`config.mk`:
```
export PLATFORM = sky130hd
export DESIGN_NAME = ritc_lane_align_ctrl
export DESIGN_NICKNAME = d
export VERILOG_FILES = /design/src/rtl/ritc_lane_align_ctrl.sv
export SDC_FILE = /design/constraint.sdc
export NUM_CORES = 1
export LEC_CHECK = 0
export BUFFER_PORTS_ARGS = -buffer_cell sky130_fd_sc_hd__buf_2
export CORE_ASPECT_RATIO = 0.5
export CORE_MARGIN = 4
export CORE_UTILIZATION = 50
export CTS_CLUSTER_DIAMETER = 150
export CTS_CLUSTER_SIZE = 20
export DETAILED_ROUTE_END_ITERATION = 16
export PLACE_DENSITY_LB_ADDON = 0.08
export SLEW_MARGIN = 20
export SYNTH_ARGS = -nofsm -noshare
export SYNTH_HDL_FRONTEND = slang
export SYNTH_SLANG_ARGS = --single-unit
```
`constraint.sdc`:
```
create_clock -name user_clk_i -period 3 [get_ports user_clk_i]
set_input_delay 0.3 -clock user_clk_i [delete_from_list [all_inputs] [get_ports user_clk_i]]
set_output_delay 0.3 -clock user_clk_i [all_outputs]
set_load 0.01 [all_outputs]
```
`src/rtl/ritc_lane_align_ctrl.sv`:
```
// RITC input datapath control: disable/reset, manual bitslip and automatic per-lane training.
// Optional debug bus enabled with RITC_ALIGN_DEBUG_EN.
module ritc_lane_align_ctrl #(
  parameter int unsigned NCH           = 6,
  parameter int unsigned NBIT          = 12,
  parameter int unsigned SER_W         = 8,
  parameter logic [SER_W-1:0] TRAIN_PATTERN = 8'hB4,
  parameter int unsigned SETTLE_CYCLES = 16,
  parameter int unsigned MATCH_N       = 4
) (
  input  logic                  user_clk_i,
  input  logic                  user_rst_n_i,
  input  logic                  user_sel_i,
  input  logic [3:0]            user_addr_i,
  input  logic                  user_wr_i,
  input  logic                  user_rd_i,
  input  logic [31:0]           user_dat_i,
  output logic [31:0]           user_dat_o,
  input  logic [SER_W-1:0]      lane_word_i,
  output logic [6:0]            lane_sel_o,
  output logic [NCH*NBIT-1:0]   bitslip_o,
  output logic                  datapath_disable_o,
  output logic                  datapath_reset_o,
  output logic                  busy_o,
  output logic [31:0]           debug_o
);

  localparam int unsigned NLANE = NCH * NBIT;
  localparam int unsigned SET_W = $clog2(SETTLE_CYCLES + 1);
  localparam int unsigned MC_W  = $clog2(MATCH_N + 1);
  localparam int unsigned SL_W  = 4;
  localparam logic [6:0]  LAST_LANE = 7'(NLANE - 1);
  localparam logic [7:0]  NLANE_L   = 8'(NLANE);

  typedef enum logic [2:0] {
    IDLE    = 3'd0,
    SELECT  = 3'd1,
    SETTLE  = 3'd2,
    COMPARE = 3'd3,
    SLIP    = 3'd4,
    NEXT    = 3'd5,
    DONE    = 3'd6
  } state_t;

  state_t             state_q, state_d;
  logic [6:0]         lane_q, lane_d;
  logic [SL_W-1:0]    slip_q, slip_d;
  logic [MC_W-1:0]    match_q, match_d;
  logic [SET_W-1:0]   settle_q, settle_d;
  logic [NLANE-1:0]   lock_q, lock_d;
  logic [7:0]         fail_q, fail_d;
  logic               done_q, done_d;
  logic               all_locked_q, all_locked_d;
  logic [NLANE-1:0]   bitslip_d;
  logic [127:0]       lock_pad;
  logic [31:0]        rdata_c;
  logic               wr0_c, wr1_c, rd_c, busy_c, start_c, abort_c, man_slip_c;
  logic               unused_dat;

  // Register strobes; a reset request outranks a start written in the same word
  assign wr0_c      = user_sel_i & user_wr_i & (user_addr_i == 4'h0);
  assign wr1_c      = user_sel_i & user_wr_i & (user_addr_i == 4'h1);
  assign rd_c       = user_sel_i & user_rd_i;
  assign busy_c     = (state_q != IDLE) && (state_q != DONE);
  assign start_c    = wr0_c & user_dat_i[2] & ~user_dat_i[1] & ~user_dat_i[0];
  assign abort_c    = wr0_c & busy_c & (user_dat_i[0] | user_dat_i[1]);
  assign man_slip_c = wr1_c & user_dat_i[31] & ~busy_c & ({1'b0, user_dat_i[6:0]} < NLANE_L);
  assign unused_dat = ^user_dat_i[30:7];
  assign lock_pad   = 128'(lock_q);

  // Training sequencer: next state and datapath updates
  always_comb begin
    state_d      = state_q;
    lane_d       = lane_q;
    slip_d       = slip_q;
    match_d      = match_q;
    settle_d     = settle_q;
    lock_d       = lock_q;
    fail_d       = fail_q;
    done_d       = done_q;
    all_locked_d = all_locked_q;
    case (state_q)
      IDLE: begin
        if (start_c) begin
          state_d      = SELECT;
          lane_d       = '0;
          lock_d       = '0;
          fail_d       = '0;
          done_d       = 1'b0;
          all_locked_d = 1'b0;
        end
      end
      SELECT: begin
        slip_d   = '0;
        match_d  = '0;
        settle_d = SET_W'(SETTLE_CYCLES);
        state_d  = SETTLE;
      end
      SETTLE: begin
        if (settle_q <= SET_W'(1)) state_d = COMPARE;
        else                       settle_d = settle_q - SET_W'(1);
      end
      COMPARE: begin
        if (lane_word_i == TRAIN_PATTERN) begin
          if (match_q == MC_W'(MATCH_N - 1)) begin
            lock_d[lane_q] = 1'b1;
            state_d        = NEXT;
          end else begin
            match_d = match_q + MC_W'(1);
          end
        end else begin
          match_d = '0;
          if (slip_q == SL_W'(SER_W - 1)) begin
            if (fail_q != 8'hFF) fail_d = fail_q + 8'd1;
            state_d = NEXT;
          end else begin
            state_d = SLIP;
          end
        end
      end
      SLIP: begin
        slip_d   = slip_q + SL_W'(1);
        settle_d = SET_W'(SETTLE_CYCLES);
        state_d  = SETTLE;
      end
      NEXT: begin
        if (lane_q == LAST_LANE) begin
          state_d = DONE;
        end else begin
          lane_d  = lane_q + 7'd1;
          state_d = SELECT;
        end
      end
      DONE: begin
        done_d       = 1'b1;
        all_locked_d = &lock_q;
        state_d      = IDLE;
      end
      default: state_d = IDLE;
    endcase
    if (abort_c) state_d = IDLE;
  end

  // Slip pulse follows the SLIP state; aborting out of a pending SLIP drops it
  always_comb begin
    bitslip_d = '0;
    if (state_d == SLIP)  bitslip_d[lane_d] = 1'b1;
    else if (man_slip_c)  bitslip_d[user_dat_i[6:0]] = 1'b1;
  end

  always_comb begin
    rdata_c = '0;
    case (user_addr_i)
      4'h0: rdata_c = 32'(datapath_disable_o);
      4'h2: rdata_c = {9'd0, lane_q, fail_q, 5'd0, all_locked_q, done_q, busy_c};
      4'h4, 4'h5, 4'h6, 4'h7: rdata_c = lock_pad[{user_addr_i[1:0], 5'd0} +: 32];
      default: rdata_c = '0;
    endcase
  end

  always_ff @(posedge user_clk_i or negedge user_rst_n_i) begin
    if (!user_rst_n_i) begin
      state_q      <= IDLE;
      lane_q       <= '0;
      slip_q       <= '0;
      match_q      <= '0;
      settle_q     <= '0;
      lock_q       <= '0;
      fail_q       <= '0;
      done_q       <= 1'b0;
      all_locked_q <= 1'b0;
    end else begin
      state_q      <= state_d;
      lane_q       <= lane_d;
      slip_q       <= slip_d;
      match_q      <= match_d;
      settle_q     <= settle_d;
      lock_q       <= lock_d;
      fail_q       <= fail_d;
      done_q       <= done_d;
      all_locked_q <= all_locked_d;
    end
  end

  // Registered outputs
  always_ff @(posedge user_clk_i or negedge user_rst_n_i) begin
    if (!user_rst_n_i) begin
      user_dat_o         <= '0;
      lane_sel_o         <= '0;
      bitslip_o          <= '0;
      datapath_disable_o <= 1'b1;
      datapath_reset_o   <= 1'b0;
      busy_o             <= 1'b0;
    end else begin
      user_dat_o         <= rd_c ? rdata_c : 32'd0;
      lane_sel_o         <= lane_d;
      bitslip_o          <= bitslip_d;
      datapath_reset_o   <= wr0_c & user_dat_i[1];
      busy_o             <= (state_d != IDLE) && (state_d != DONE);
      if (wr0_c) datapath_disable_o <= user_dat_i[0];
    end
  end

`ifdef RITC_ALIGN_DEBUG_EN
  always_ff @(posedge user_clk_i or negedge user_rst_n_i) begin
    if (!user_rst_n_i) begin
      debug_o <= '0;
    end else begin
      debug_o <= {3'(state_q), lane_q, 4'(slip_q), 4'(match_q), 8'(lane_word_i),
                  |bitslip_o, busy_o, datapath_reset_o, datapath_disable_o, 2'b00};
    end
  end
`else
  assign debug_o = '0;
`endif

endmodule

```
Word-level counts from Yosys, hierarchy flattened. Cells that the tools add are included.

Bits in registers: 211. Bits of input ports: 49. Output and inout port bits: 146. Word-level logic and storage cells: 135.

Add/sub/neg operators: 5. Order comparisons: 8. Equality and inequality tests: 28. Shifts and indexed selects: 1. Mux-type cells: 39. Bitwise gates (word level): 18. Reductions and logical operators: 22.

Operators with widths (number): 2-to-1 mux 72 bit (5); case mux 72 bit (2 select lines) (1); variable part select 128 x 8 -> 32 bit (1); case mux 32 bit (3 select lines) (1); bitwise OR 72 bit (1); AND reduction 72 bit (1); 2-to-1 mux 32 bit (1); 2-to-1 mux 8 bit (4); less-than comparator 7 x 8 -> 1 bit, second input constant (3); 2-to-1 mux 3 bit (8); demux 1 bit (select 7 bit) (3); >= comparator 7 x 1 -> 1 bit, second input constant (3); == test 4 x 3 -> 1 bit, second input constant (5); case mux 8 bit (2 select lines) (1); case mux 3 bit (5 select lines) (1); 2-to-1 mux 7 bit (2); inequality test 2 bit, second input constant (7); case mux 7 bit (2 select lines) (1); bitwise AND 1 bit (13); == test 3 bit, second input constant (4); case mux 5 bit (2 select lines) (1); nonzero test 2 bit (5); == test 3 x 2 -> 1 bit, second input constant (3); inequality test 3 bit, second input constant (3); 29 further kinds (43).

Longest topological paths before layout. Gate-level depths: netlist of run 1.

Depth in word-level cells: 12. Mapped depth: 8. Depth with buffers taken out: 7.

Worst setup path before layout of run 1. No wires, ideal clock.

Path type: register to register. Start: reg, netlist name lane_sel_o[0]. End: reg bitslip_o[24]. Arrival time: 2.134 ns. Required time: 2.912 ns. Slack: 0.778 ns. Stages on the path, launching flop included: 8. Path through: dfrtp_1 -> ha_1 -> and2_1 -> a2111oi_1 -> a211oi_4 -> inv_2 -> nand4_1 -> o22ai_1.

RTL lines: to (signal assigned) (RTL line 197) `bitslip_o <= bitslip_d;`; to (decl) (RTL line 21) `output logic [NCH*NBIT-1:0] bitslip_o,`.

==> results.sh, run 1 <==
export IMPL_routed_via_density=6.01
export IMPL_nNetsFinal=1101
export IMPL_drc=0
export IMPL_critPathRequiredTime_ns=3.37
export IMPL_wl_um=27600
export IMPL_layout_commonest_cell="dfrtp_1"
export IMPL_area_growth_pct=14.1
export IMPL_layout_drive_gt1_share_pct=22.2
export IMPL_finalHoldViolCount=0
export IMPL_start_kind="flip-flop"
export IMPL_track_usage_pct=25.4
export IMPL_fin_ws_ns=0.265
export IMPL_setup_viol=0
export IMPL_grt_busiest_layer="met2"
export IMPL_die_height_um=106
export IMPL_pwr_share_comb_pct=19.1
export IMPL_rsz0062_at_grt="false"
export IMPL_cell_internal_pwr_uw=4340
export IMPL_fp_row_count=35
export IMPL_fin_util_pct=58.8
export IMPL_synth_area_per_cell_sq_um=10.5
export IMPL_start_util_pct=51.5
export IMPL_grt_pass1_vias=7680
export IMPL_synthFlopType="dfrtp_1"
export IMPL_critPathKind="reg2reg"
export IMPL_cts_inserted_buffers=14
export IMPL_wl_per_cell_um=21.1
export IMPL_dp_worst_setup_slack_ns=0.315
export IMPL_synth_edf_count=0
export IMPL_worstPathMaxFanout=15
export IMPL_hold_path_cell_count=3
export IMPL_io_pins=195
export IMPL_finalWeightedCongestion=0.897
export IMPL_seq_area_frac_synth_pct=55.2
export IMPL_slew_viol_final=0
export IMPL_synthArstFlopShare_pct=100
export IMPL_fin_skew_ns=0.0154
export IMPL_grt_pass1_wl_um=43600
export IMPL_drt_iter0_markers=747
export IMPL_power_frac_clock_pct=29.8
export IMPL_ys_warn_count=0
export IMPL_ys_types=77
export IMPL_grt_met3_usage_pct=5.72
export IMPL_layout_common_cells="dfrtp_1, buf_2, nor2_1"
export IMPL_status="finished clean"
export IMPL_die_area_sq_mm=0.0215
export IMPL_p_per_area_mw_per_mm2=577
export IMPL_cap_violations=0
export IMPL_max_freq_mhz=366
export IMPL_ant_nets=0
export IMPL_coreArea_sq_mm=0.0186
export IMPL_vias=7863
export IMPL_clk_path_buf_depth=3
export IMPL_r2r_end="bitslip_o[37]$_DFF_PN0_"
export IMPL_clkTransAtPathRegs_ns=0.09
export IMPL_reg2reg_from="lane_sel_o[3]$_DFF_PN0_"
export IMPL_hp_class="in2reg"
export IMPL_met1_usage_pct=37.9
export IMPL_antenna_found_initial=0
export IMPL_overflow=0
export IMPL_post_route_period_util_pct=91.2
export IMPL_syn_area_sq_mm=0.00956
export IMPL_htree_num_levels=1
export IMPL_fin_cells=1308
export IMPL_switching_share_pct=31.1
export IMPL_cts_root_buf="clkbuf_16"
export IMPL_post_cts_buffers=0
export IMPL_die_x_um=204
export IMPL_antenna_cells=0
export IMPL_port_buffers=138
export IMPL_ir_drop_v=0.000280
export IMPL_grt_max_degree=80
export IMPL_insertion_delay_ns=0.48
export IMPL_hp_start="user_dat_i[0]"
export IMPL_ys_seq_elements=211
export IMPL_cts_sinks=211
export IMPL_fin_crit_ns=2.74
export IMPL_arrival_ns=3.10
export IMPL_first_pass_iters=5
export IMPL_r2r_slack_ns=0.26
export IMPL_max_slew_margin_pct=36.2
export IMPL_pwr_share_seq_pct=51.1
export IMPL_hold_end="datapath_disable_o$_DFFE_PN1N_"
export IMPL_total_power_uw=6300
export IMPL_placed_cells=1287
export IMPL_r2r_cells=5
export IMPL_place_detailed_hpwl_um=19800
export IMPL_postSynthCellCount=911
export IMPL_use_met2_pct=38.3
export IMPL_fin_setup_tns_ns=0
export IMPL_p_sw_uw=1960
export IMPL_cts_tree="done"
export IMPL_cp_end_kind="flip-flop"
export IMPL_p_leak_uw=0.00523
export IMPL_worstMarginPinSlew_ns=0.949
==> cells in the mapped netlist (all sizes together) (5+ instances only) <==
| cell | number | area (sq um) |
|---|---|---|
| nand2b | 7 | 43.8 |
| mux2 | 16 | 184 |
| nand4b | 8 | 70.1 |
| o21ai | 37 | 185 |
| inv | 13 | 48.8 |
| buf | 50 | 342 |
| and2 | 6 | 37.5 |
| nand3b | 6 | 45.0 |
| a31oi | 43 | 269 |
| nor3 | 10 | 66.3 |
| nand4 | 35 | 219 |
| clkbuf | 30 | 113 |
| nor2 | 118 | 443 |
| o22ai | 73 | 507 |
| dfrtp | 210 | 5260 |
| xor2 | 5 | 43.8 |
| a21oi | 39 | 199 |
| nand2 | 50 | 188 |
| ha | 7 | 87.6 |
| mux2i | 19 | 190 |
| a22oi | 19 | 143 |
| or3 | 7 | 48.8 |
| nand3 | 22 | 110 |
| nor4 | 9 | 71.3 |
| or2 | 6 | 37.5 |
| nor2b | 5 | 31.3 |
==> through the flow <==
step,hold WS (ns),area (sq um)
floorplan,0.00441,9680
finish,0.123,10900
CTS,0.121,10900
global route,0.153,10900
global placement,0.364,10500
detailed placement,0.379,10500
==> sequential cells by signal, indices dropped and copies added, names as in the netlist, 3 cells and up <==
name and cells:
settle_q 5, fail_q 8, slip_q 4, match_q 3
bitslip_o 72, lock_q 72, state_q 3, user_dat_o 32
lane_sel_o 7
==> repair_timing <==
| action | 4_1_cts | 5_1_grt |
|---|---|---|
| setup endpoints to repair | 0 | 1 |
| hold endpoints to repair | 76 | 0 |
| hold buffers | 1 | 0 |
| gates resized for setup | 0 | 1 |
==> cell families after synthesis <==
group / synth area share [%]
flip-flops: 55.2
XOR/XNOR: 0.458
AO/OA/AOI/OAI: 17.1
AND/OR/NAND/NOR: 17.1
buffers and inverters: 5.26
adder cells (fa/ha/maj): 0.916
multiplexers: 3.91
other: 0.0392
==> worst max-delay path by stage <==
stage	startpoint	endpoint	depth (start not counted)
5_1_grt	lane_sel_o[3]$_DFF_PN0_	bitslip_o[37]$_DFF_PN0_	5
3_5_place_dp	lane_sel_o[3]$_DFF_PN0_	bitslip_o[48]$_DFF_PN0_	5
2_1_floorplan	lane_sel_o[0]$_DFF_PN0_	bitslip_o[24]$_DFF_PN0_	7
4_1_cts	lane_sel_o[3]$_DFF_PN0_	bitslip_o[1]$_DFF_PN0_	5
3_3_place_gp	lane_sel_o[3]$_DFF_PN0_	bitslip_o[65]$_DFF_PN0_	6
6_report	lane_sel_o[3]$_DFF_PN0_	bitslip_o[37]$_DFF_PN0_	5
==> critical path, stage by stage (launching register included) <==
cell and delay [ns]:
dfrtp_1 0.63, nor4b_4 0.51, a21oi_1 0.22, o32ai_1 0.43
nand3_1 0.46, o22ai_1 0.36
==> power groups by stage <==
stage,registers (uW),logic (uW),clock network [uW]
after floorplan,3190,850,0
after global placement,3260,1160,0
after detailed placement,3270,1190,0
after CTS,3220,1190,1900
after global routing,3250,1330,2010
final,3220,1200,1880
==> routing by layer <==
layer	share of wire (%)	routed length, um	up-vias
met5	0	0	-
met3	9.2	2530	39
li1	-	-	3566
met1	44	12300	3924
met4	1.8	487	0
met2	45	12300	334
==> area by class of cell <==
cell class              count  area [sq um]
fillers                  1627          7650
flip-flops and latches    211          5280
multi-input cells         638          3900
repair buffers            167           957
clock buffers              19           390
well taps                 259           324
inverters                  13          48.8
clock inverters             1          11.3
Note: power is estimated with default switching activity, not from simulation.
==> inputs of run 2 (changes only) <==
PLACE_DENSITY = 0.8   (was unset)
PLACE_DENSITY_LB_ADDON = unset   (was 0.08)
RECOVER_POWER = 50   (was unset)
==> results.sh, run 2 (synthesized netlist as in run 1, its figures left out) <==
export IMPL_max_slew_margin_pct=-46.1
export IMPL_overflow=0
export IMPL_ir_drop_v=0.000277
export IMPL_status="finished with violations"
export IMPL_fin_skew_ns=0.0177
export IMPL_drc=0
export IMPL_hp_class="in2reg"
export IMPL_fp_row_count=35
export IMPL_cts_root_buf="clkbuf_16"
export IMPL_placed_cells=1289
export IMPL_violations="capacitance limit, slew limit"
export IMPL_critPathRequiredTime_ns=3.38
export IMPL_slew_viol_final=98
export IMPL_port_buffers=138
export IMPL_routed_via_density=6.18
export IMPL_worstPathMaxFanout=19
export IMPL_die_area_sq_mm=0.0215
export IMPL_place_detailed_hpwl_um=19300
export IMPL_grt_pass1_vias=7650
export IMPL_finalWeightedCongestion=0.907
export IMPL_ant_nets=0
export IMPL_top_regs="bitslip_o (72), lock_q (72), user_dat_o (32)"
export IMPL_clkTransAtPathRegs_ns=0.08
export IMPL_antenna_found_initial=0
export IMPL_grt_pass1_wl_um=42600
export IMPL_grt_max_degree=100
export IMPL_insertion_delay_ns=0.48
export IMPL_cts_tree="done"
export IMPL_first_pass_iters=5
export IMPL_max_freq_mhz=357
export IMPL_io_pins=195
export IMPL_antenna_cells=0
export IMPL_p_per_area_mw_per_mm2=584
export IMPL_cap_violations=1
export IMPL_setup_viol=0
export IMPL_clk_path_buf_depth=3
export IMPL_track_usage_pct=24.6
export IMPL_nNetsFinal=1103
export IMPL_layout_commonest_cell="dfrtp_1"
export IMPL_coreArea_sq_mm=0.0186
export IMPL_start_util_pct=51.5
export IMPL_area_growth_pct=12.8
export IMPL_cp_end_kind="flip-flop"
export IMPL_rsz0062_at_grt="false"
export IMPL_fin_crit_ns=2.80
export IMPL_worstMarginPinSlew_ns=2.19
export IMPL_cts_resized=0
export IMPL_cts_sinks=211
export IMPL_finalHoldViolCount=0
export IMPL_ff_latch_area_sq_mm=0.00528
export IMPL_die_height_um=106
export IMPL_htree_num_levels=1
export IMPL_multiInputGateArea_sq_mm=0.00390
export IMPL_cts_inserted_buffers=14
export IMPL_p_leak_uw=0.00478
export IMPL_wl_per_cell_um=20.9
export IMPL_fillCellCount=1586
export IMPL_die_x_um=204
export IMPL_arrival_ns=3.18
export IMPL_wl_um=27400
export IMPL_layout_drive_gt1_share_pct=12.3
export IMPL_post_route_period_util_pct=93.4
export IMPL_fin_cells=1311
export IMPL_drt_iter0_markers=993
export IMPL_start_kind="flip-flop"
export IMPL_layout_common_cells="dfrtp_1, nor2_1, clkbuf_1"
export IMPL_critPathKind="reg2reg"
export IMPL_vias=8103
export IMPL_fin_setup_tns_ns=0
[run 2: cell types whose count changed in the layout (fill, tap and decap cells not counted), sizes merged]
cell    before  now
buf        165   63
clkbuf      20  125
[run 2: area by class of cell]
cell class / count / area share, %
multi-input combinational: 638 / 36.1
clock buffer: 20 / 3.65
sequential: 211 / 49.0
inverter: 13 / 0.452
clock inverter: 1 / 0.104
tap: 259 / 3.00
timing repair buffer: 169 / 7.71
[run 2: worst paths after layout]
kind | to | slack [ns] | depth (start not counted) | from
max | bitslip_o[32]$_DFF_PN0_ | 0.20 | 5 | state_q[0]$_DFF_PN0_
min | datapath_disable_o$_DFFE_PN1N_ | 0.14 | 3 | user_dat_i[0]
max reg2reg | bitslip_o[32]$_DFF_PN0_ | 0.20 | 5 | state_q[0]$_DFF_PN0_
min reg2reg | datapath_disable_o$_DFFE_PN1N_ | 0.50 | 2 | datapath_disable_o$_DFFE_PN1N_
max in group asynchronous | bitslip_o[23]$_DFF_PN0_ | 0.68 | 2 | user_rst_n_i
min in group asynchronous | user_dat_o[27]$_DFF_PN0_ | 1.00 | 2 | user_rst_n_i
[run 2: report_power, final]
part	total (uW)	internal [uW]	switching [uW]
clock network	1860	925	939
logic	1210	416	791
registers	3230	3000	228
total	6300	4340	1960
[run 2: layer usage]
layer  global-route usage (%)  up-vias  wire length, um
met5                        0        -                0
met1                     34.7     3984            11100
li1                         -     3585                -
met3                     4.61       47             2830
met4                     5.39        0              556
met2                     40.0      487            12800
[run 2: repair_timing]
action	CTS	global route
endpoints found under the setup margin	0	0
setup buffers	0	0
hold buffers	1	0
hold endpoints to repair	96	0
[run 2: critical path, stage by stage (launching register included)]
cell and delay [ns]:
dfrtp_1 0.75, nand3b_1 0.40, a21oi_2 0.32, and4_1 0.40, nand3_1 0.47, o22ai_1 0.36
[run 2: through the flow]
stage               utilization [%]  instance area, sq um  hold slack, ns  power (uW)  worst slack (ns)
global route                   58.1                 10800           0.168        6570            0.0122
CTS                            58.9                 10900           0.136        6290             0.282
floorplan                         -                  9680         0.00441        4040             0.778
finish                         58.1                 10800           0.140        6300             0.199
global placement               56.6                 10500           0.411        4400             0.409
detailed placement             56.6                 10500           0.427        4450             0.334
==> inputs of run 3 (changes only) <==
CELL_PAD_IN_SITES_DETAIL_PLACEMENT = 1   (was unset)
CELL_PAD_IN_SITES_GLOBAL_PLACEMENT = 1   (was unset)
CORE_UTILIZATION = 43   (was 50)
PLACE_DENSITY = 0.86   (was 0.8)
REMOVE_ABC_BUFFERS = 1   (was unset)
==> results.sh, run 3 (synthesized netlist as in run 1, its figures left out) <==
export IMPL_insertion_delay_ns=0.48
export IMPL_start_kind="flip-flop"
export IMPL_fin_skew_ns=0.0145
export IMPL_finalHoldViolCount=0
export IMPL_critPathKind="reg2reg"
export IMPL_grt_pass1_vias=8715
export IMPL_die_x_um=219
export IMPL_cp_slowest_cell="dfrtp_1"
export IMPL_p_per_area_mw_per_mm2=595
export IMPL_clk_path_buf_depth=3
export IMPL_rsz0062_at_grt="false"
export IMPL_placed_cells=1331
export IMPL_cts_inserted_buffers=14
export IMPL_slew_viol_final=74
export IMPL_worstMarginPinSlew_ns=1.99
export IMPL_routed_via_density=6.08
export IMPL_drt_iter0_markers=693
export IMPL_track_usage_pct=25.6
export IMPL_top_regs="bitslip_o (72), lock_q (72), user_dat_o (32)"
export IMPL_fin_crit_ns=2.79
export IMPL_worstPathMaxFanout=15
export IMPL_arrival_ns=3.17
export IMPL_status="finished with violations"
export IMPL_post_route_period_util_pct=93.2
export IMPL_wl_per_cell_um=23.8
export IMPL_max_freq_mhz=358
export IMPL_cts_tree="done"
export IMPL_grt_max_degree=77
export IMPL_die_area_sq_mm=0.0248
export IMPL_p_leak_uw=0.00477
export IMPL_grt_pass1_wl_um=50200
export IMPL_layout_drive_gt1_share_pct=12.3
export IMPL_coreArea_sq_mm=0.0218
export IMPL_io_pins=195
export IMPL_drc=0
export IMPL_fin_cells=1353
export IMPL_wl_um=32200
export IMPL_critPathRequiredTime_ns=3.37
export IMPL_finalWeightedCongestion=0.896
export IMPL_area_growth_pct=13.1
export IMPL_die_height_um=113
export IMPL_overflow=0
export IMPL_port_buffers=138
export IMPL_layout_commonest_cell="dfrtp_1"
export IMPL_setup_viol=0
export IMPL_cts_sinks=211
export IMPL_crit_path_cell_trace="and3b_1 > a41oi_2 > a211oi_4 > inv_2 > or4_4 > o22ai_2"
export IMPL_hp_class="in2reg"
export IMPL_htree_num_levels=1
export IMPL_layout_common_cells="dfrtp_1, nor2_1, clkbuf_1"
export IMPL_place_detailed_hpwl_um=22600
export IMPL_max_slew_margin_pct=-32.3
export IMPL_clkTransAtPathRegs_ns=0.09
export IMPL_violations="capacitance limit, slew limit"
export IMPL_first_pass_iters=5
export IMPL_cts_root_buf="clkbuf_16"
export IMPL_ant_nets=0
export IMPL_ir_drop_v=0.000288
export IMPL_cap_violations=1
export IMPL_cp_end_kind="flip-flop"
export IMPL_fp_row_count=38
export IMPL_nNetsFinal=1104
export IMPL_vias=8233
export IMPL_antenna_found_initial=1
export IMPL_start_util_pct=43.9
export IMPL_whs_ns=0.171
export IMPL_critPathMaxStageDelay_ns=0.75
-- run 3: cell count changes in the layout (fill, tap and decap cells not counted), sizes merged --
cell	delta
diode	+1
buf	-2
clkbuf	+2
-- run 3: path summary, 6_finish.rpt --
| check | start | endpoint | slack, ns | depth (start not counted) |
|---|---|---|---|---|
| max in group asynchronous | user_rst_n_i | match_q[0]$_DFFE_PN0P_ | 0.62 | 3 |
| min in group asynchronous | user_rst_n_i | user_dat_o[3]$_DFF_PN0_ | 0.89 | 2 |
| setup reg to reg | state_q[2]$_DFF_PN0_ | bitslip_o[70]$_DFF_PN0_ | 0.21 | 6 |
| setup / recovery | state_q[2]$_DFF_PN0_ | bitslip_o[70]$_DFF_PN0_ | 0.21 | 6 |
| hold / removal | user_dat_i[0] | bitslip_o[17]$_DFF_PN0_ | 0.17 | 3 |
| hold reg to reg | done_q$_DFFE_PN0P_ | done_q$_DFFE_PN0P_ | 0.52 | 2 |
-- run 3: report_power, final --
part	switching (uW)	internal, uW	leakage (uW)	total, uW
combinational	864	427	0.00170	1290
clock	989	922	0.000196	1910
sequential	230	3000	0.00287	3230
total	2080	4350	0.00477	6430
-- run 3: repair_timing --
item	in CTS	in global routing
endpoints found under the hold margin	71	0
setup buffers	0	0
hold buffers	1	0
setup endpoints to repair	0	4
resized for setup	0	1
-- run 3: area by class of cell --
| cell class | instances | area, sq um |
|---|---|---|
| clock buffer | 19 | 390 |
| timing repair buffer | 170 | 812 |
| fill | 2568 | 11000 |
| inverter | 13 | 48.8 |
| multi-input combinational | 638 | 3890 |
| sequential | 211 | 5280 |
| antenna | 1 | 2.50 |
| tap | 300 | 375 |
| clock inverter | 1 | 11.3 |
-- run 3: worst max-delay path: cells and delay by family, from the launching register on --
| kind | cells | cell delay, ns |
|---|---|---|
| AND/OR/NAND/NOR | 2 | 1.10 |
| AO/OA/AOI/OAI | 3 | 0.70 |
| buffers and inverters | 1 | 0.12 |
| flip-flops | 1 | 0.75 |
-- run 3: routing by layer --
layer	GRT usage, %	share of wire (%)	vias to the layer above
li1	-	-	3579
met1	34.0	41	4241
met2	42.8	49	333
met3	4.50	6.6	80
met4	9.00	3.4	0
met5	0	0	-
-- run 3: stage by stage --
step	cell area (sq um)	TNS, ns	worst slack, ns	total power [uW]	utilization (%)
6_report	10800	0	0.205	6430	49.7
5_1_grt	10800	0	0.0609	6720	49.7
4_1_cts	11000	0	0.224	6430	50.4
3_5_place_dp	10600	0	0.279	4530	48.5
3_3_place_gp	10600	0	0.393	4430	48.5
2_1_floorplan	9220	-79.05	-1.04	3960	-
